## src/rtl/speed_controller.sv

```systemverilog
// Tick-rate controller: 4-level period divider with run/pause and boundary-aligned speed changes.
// Optional tick_count output enabled by defining SPEED_CTRL_TICK_COUNT_EN.
module speed_controller #(
  parameter int CNT_W      = 23,
  parameter int BASE_COUNT = 3000000
) (
  input  logic       clk,
  input  logic       nrst,
  input  logic       faster,
  input  logic       slower,
  input  logic       pause,
  output logic       tick,
  output logic [1:0] level,
  output logic       pending,
  output logic       paused
`ifdef SPEED_CTRL_TICK_COUNT_EN
  ,
  output logic [15:0] tick_count
`endif
);

  typedef enum logic {RUN, PAUSED} state_t;

  localparam logic [CNT_W-1:0] BASE = CNT_W'(BASE_COUNT);

  state_t           state, state_nxt;
  logic [CNT_W-1:0] count, count_nxt;
  logic [CNT_W-1:0] period;
  logic [1:0]       level_nxt;
  logic [1:0]       req_level, req_nxt;
  logic             tick_nxt;
  logic             wrap;

  // Period follows the active level only, so a pending request never bends the current interval.
  assign period  = BASE >> level;
  assign wrap    = (count == period - CNT_W'(1));
  assign pending = (req_level != level);
  assign paused  = (state == PAUSED);

  always_comb begin
    req_nxt = req_level;
    if (faster && !slower && req_level != 2'd3)
      req_nxt = req_level + 2'd1;
    else if (slower && !faster && req_level != 2'd0)
      req_nxt = req_level - 2'd1;
  end

  always_comb begin
    // NOTE: every output gets a default before the case so no path can infer a latch.
    state_nxt = state;
    count_nxt = count;
    level_nxt = level;
    tick_nxt  = 1'b0;
    case (state)
      RUN: begin
        // A wrap landing on the pause edge still completes before the pause takes hold.
        if (wrap) begin
          count_nxt = '0;
          tick_nxt  = 1'b1;
          level_nxt = req_level;
        end else begin
          count_nxt = count + CNT_W'(1);
        end
        if (pause) state_nxt = PAUSED;
      end
      PAUSED: begin
        level_nxt = req_level;
        if (req_level != level) count_nxt = '0;
        if (pause) state_nxt = RUN;
      end
    endcase
  end

  // NOTE: sequential state uses non-blocking assignments so all registers update from pre-edge values.
  always_ff @(posedge clk or negedge nrst) begin
    if (!nrst) begin
      state     <= RUN;
      count     <= '0;
      level     <= 2'd0;
      req_level <= 2'd0;
      tick      <= 1'b0;
    end else begin
      state     <= state_nxt;
      count     <= count_nxt;
      level     <= level_nxt;
      req_level <= req_nxt;
      tick      <= tick_nxt;
    end
  end

`ifdef SPEED_CTRL_TICK_COUNT_EN
  always_ff @(posedge clk or negedge nrst) begin
    if (!nrst)
      tick_count <= 16'd0;
    else if (tick)
      tick_count <= tick_count + 16'd1;
  end
`endif

endmodule

```

## config.mk

```make
export PLATFORM = sky130hd
export DESIGN_NAME = speed_controller
export DESIGN_NICKNAME = d
export VERILOG_FILES = /design/src/rtl/speed_controller.sv
export SDC_FILE = /design/constraint.sdc
export NUM_CORES = 1
export LEC_CHECK = 0
export CAP_MARGIN = 30
export CORE_ASPECT_RATIO = 1.25
export CORE_MARGIN = 4
export CORE_UTILIZATION = 59
export CTS_CLUSTER_SIZE = 40
export DETAILED_ROUTE_END_ITERATION = 8
export PLACE_DENSITY = 0.89
export SLEW_MARGIN = 30
export SYNTH_ARGS = -nofsm -noshare
export SYNTH_HDL_FRONTEND = slang
export SYNTH_SLANG_ARGS = --single-unit
```

## constraint.sdc

```tcl
create_clock -name clk -period 3.1 [get_ports clk]
set_input_delay 0.31 -clock clk [delete_from_list [all_inputs] [get_ports clk]]
set_output_delay 0.31 -clock clk [all_outputs]
set_load 0.005 [all_outputs]
```

==> summary.md <==
| Metric | Value |
|---|---|
| Outcome | complete, no violations |
| Lkg Pwr | 0.871 nW |
| Worst path max stage delay | 0.57 ns |
| Pwr dens | 755 nW/µm² |
| Met2 usage | 37.8% |
| Final Cell Area | 2010 µm² |
| Multi-input logic area | 1020 µm² |
| Startpoint types | flop |
| Warnings from Yosys | 0 |
| CP arrival | 3.06 ns |
| Number of vias per cell | 6.10 |
| Placed cell area | 1930 µm² |
| Sum Neg Setup Slack | 0 ns |
| Synth cell types | 36 |
| Slew HR | 46.5% |
| Number of max-cap violations | 0 |
| CTS Buf Count | 5 |
| GR met3 Demand/Resource | 6.70% |
| # rows | 22 |
| CP required | 3.29 ns |
| Final cell count without fillers | 241 |
| Mapped Avg Cell Area | 9.49 µm² |
| Routed wire per std cell | 16.6 µm |
| Critical R2R Capture | count[13] |
| Area of the mapped netlist | 1800 µm² |
| TritonCTS clock tree | done |
| Post-placement cell count | 233 |
| Final Cycle Share | 92.5% |
| Total gr overflow | 0 |
| Core area | 2950 µm² |
| Routing usage on met1 | 24.5% |
| Total power draw | 1.52 mW |
| Filler Cell Count | 217 |
| Largest net degree at the start of global routing | 30 |
| Internal | 0.914 mW |
| Gate power share | 44.0% |
| Tot GR Track Use | 22.4% |
| CTS Hold Bufs | 0 |
| DIE WIDTH | 57.4 µm |
| Area share of the leading cell type in the synthesized netlist | 40.2% |
| Yosys reg bits | 29 |
| Slew Viols, Final | 0 |
| Cells after Synth | 190 |
| Layout cells sized above 1 | 10.7% |
| Largest cells by area after synthesis | dfrtp_1 40%, xor2_1 9.2%, ha_1 6.2% |
| Critical path class | reg2reg |
| Fin crit period | 2.87 ns |
| HPWL Detailed | 3.00 mm |
| Critical Path Fanout Max | 9 |
| Dominant cell type by area after synthesis | dfrtp_1 |
| Post-route ant nets | 0 |
| Max clock buf depth | 2 |
| DRC viols | 0 |
| Die height | 69.8 µm |
| RSZ-0062 raised after global routing | false |
| Final Setup Violations | 0 |
| Initial DRT Pass Iterations | 4 |
| Switching portion of total power | 39.9% |
| Critical-path top delay cell | a2111oi_0 |
| Sequential fraction of the synthesis area | 40.2% |
| Setup Fix Bufs, Post-CTS | 0 |
| Psw | 0.607 mW |
| Total die area | 4010 µm² |
| H-tree Lvls | 2 |
| Setup Skew | 0.0120 ns |
| Delay-heaviest family, CP | compound AO/OA/AOI/OAI gates |
| Antenna Cells | 0 |
| Most common cell after layout, fill and taps aside | dfrtp_1 |
| Final hold vios | 0 |
| Skew-Pair Late Insertion Delay | 0.34 ns |
| Clk pwr share | 21.5% |
| # resized after CTS | 0 |
| Most frequent cells in the layout | 29 x dfrtp_1, 19 x xor2_1, 16 x nand2_1, 16 x nor2_1 |
| Busiest layer in global routing | met2 |
| Initial Util | 61.2% |
| Final wirelength | 3.99 mm |
| Vias in the first global route | 1474 |
| Area growth syn-to-layout | 11.7% |
| GP Congestion | 0.990 |
| VDD IR-drop max | 913 µV |
| Num ports | 10 |
| # nets final | 218 |
| Initial antenna violation count | 0 |
| Reg clk slew, reported paths | 0.10 ns |
| Reg power frac | 34.6% |
| CTS root buffer | clkbuf_4 |
| Type of the most critical hold path | in2async |
| Clock Sinks | 29 |
| Reg area | 726 µm² |
| Net Count, Synth | 204 |
| Crit. End Element | flop |
| FF-to-FF Start | level[1] |
| Port bufs | 9 |
| Reg2Reg Setup Slack | 0.23 ns |
| Drt initial violations | 50 |
| Worst path buffer plus inverter count | 1 |
| Worst r2r path cells | 6 |
| CP Cell Sequence | inv_1 -> ha_1 -> a2111oi_0 -> nand4_1 -> o31ai_2 -> o21ai_0 |
| Vias | 1470 |
| Max Fclk | 349 MHz |
| Measured slew at the worst slew-check pin | 0.797 ns |
| First-pass GRT wire length | 6.82 mm |
## power by group through the flow
stage          sequential (mW)  combinational, mW  clock (mW)
2_1_floorplan            0.498              0.502           0
3_3_place_gp             0.526              0.633           0
3_5_place_dp             0.531              0.668           0
4_1_cts                  0.525              0.671       0.329
5_1_grt                  0.540              0.734       0.345
6_report                 0.526              0.669       0.326
## final cells by class
cell class | count | area share [%]
inverters | 9 | 1.68
clock buffers | 7 | 2.73
clock inverters | 1 | 1.49
repair buffers | 11 | 5.22
multi-input cells | 148 | 50.6
flip-flops and latches | 29 | 36.0
well taps | 36 | 2.24
## cell usage after synthesis
library cell  instances
nor3_1                7
nand3_1              10
or4b_1                1
dfrtp_1              29
o31ai_2               1
buf_6                 1
nand4_1              10
nand3b_1              3
a21oi_1               1
nand2_1              16
or3b_1                2
o41ai_4               1
o21ai_0               7
a222oi_1              1
nand4bb_1             1
mux2i_1               3
xor2_1               19
nand3_2               1
nand2b_1              2
nor2b_1               3
ha_1                  9
nor2_2               10
a2111oi_0             1
buf_2                 1
clkbuf_1              2
a211o_1               1
nand4b_1              2
o21ai_1               1
a32oi_1               2
and3_1                3
inv_1                 9
o31ai_1               1
nor4_1                2
or3_1                 2
xnor2_1               9
nor2_1               16
## how the worst max path moves through the flow
stage / start / endpoint / slack (ns) / cells after the start
floorplan: level[1] / count[2] / 0.56 / 10
global placement: level[1] / count[9] / 0.47 / 7
detailed placement: level[1] / count[13] / 0.32 / 6
CTS: level[1] / level[0] / 0.31 / 6
global route: level[1] / level[0] / 0.12 / 6
finish: level[1] / count[13] / 0.23 / 6
## per-stage QoR
| step | util (%) | worst slack, ns | hold slack, ns |
|---|---|---|---|
| 3_5_place_dp | 65.5 | 0.317 | 0.516 |
| 3_3_place_gp | 65.5 | 0.473 | 0.502 |
| 4_1_cts | 68.4 | 0.306 | 0.362 |
| 5_1_grt | 68.4 | 0.125 | 0.381 |
| 6_report | 68.4 | 0.232 | 0.354 |
| 2_1_floorplan | - | 0.561 | 0.0144 |
## flip-flops by register name, indices dropped and copies added (netlist names)
signal,count
level,2
tick,1
req_level,2
count,23
paused,1
## per-layer routing
layer  wire [µm]  up-vias
met4         182        0
met5           0        -
met2        2060       60
met3         234       18
li1            -      693
met1        1510      699
## cell families (layout without fill, tap and decap cells)
kind of cell	count (synthesis)	after routing	share of synthesized area, %
buffers and inverters	13	28	3.19
AND/OR/NAND/NOR	91	91	27.4
XOR/XNOR	28	28	13.6
AO/OA/AOI/OAI	17	17	7.63
multiplexers	3	3	1.67
flip-flops	29	29	40.3
adder cells (fa/ha/maj)	9	9	6.25
Note: power is estimated with default switching activity, not from simulation.
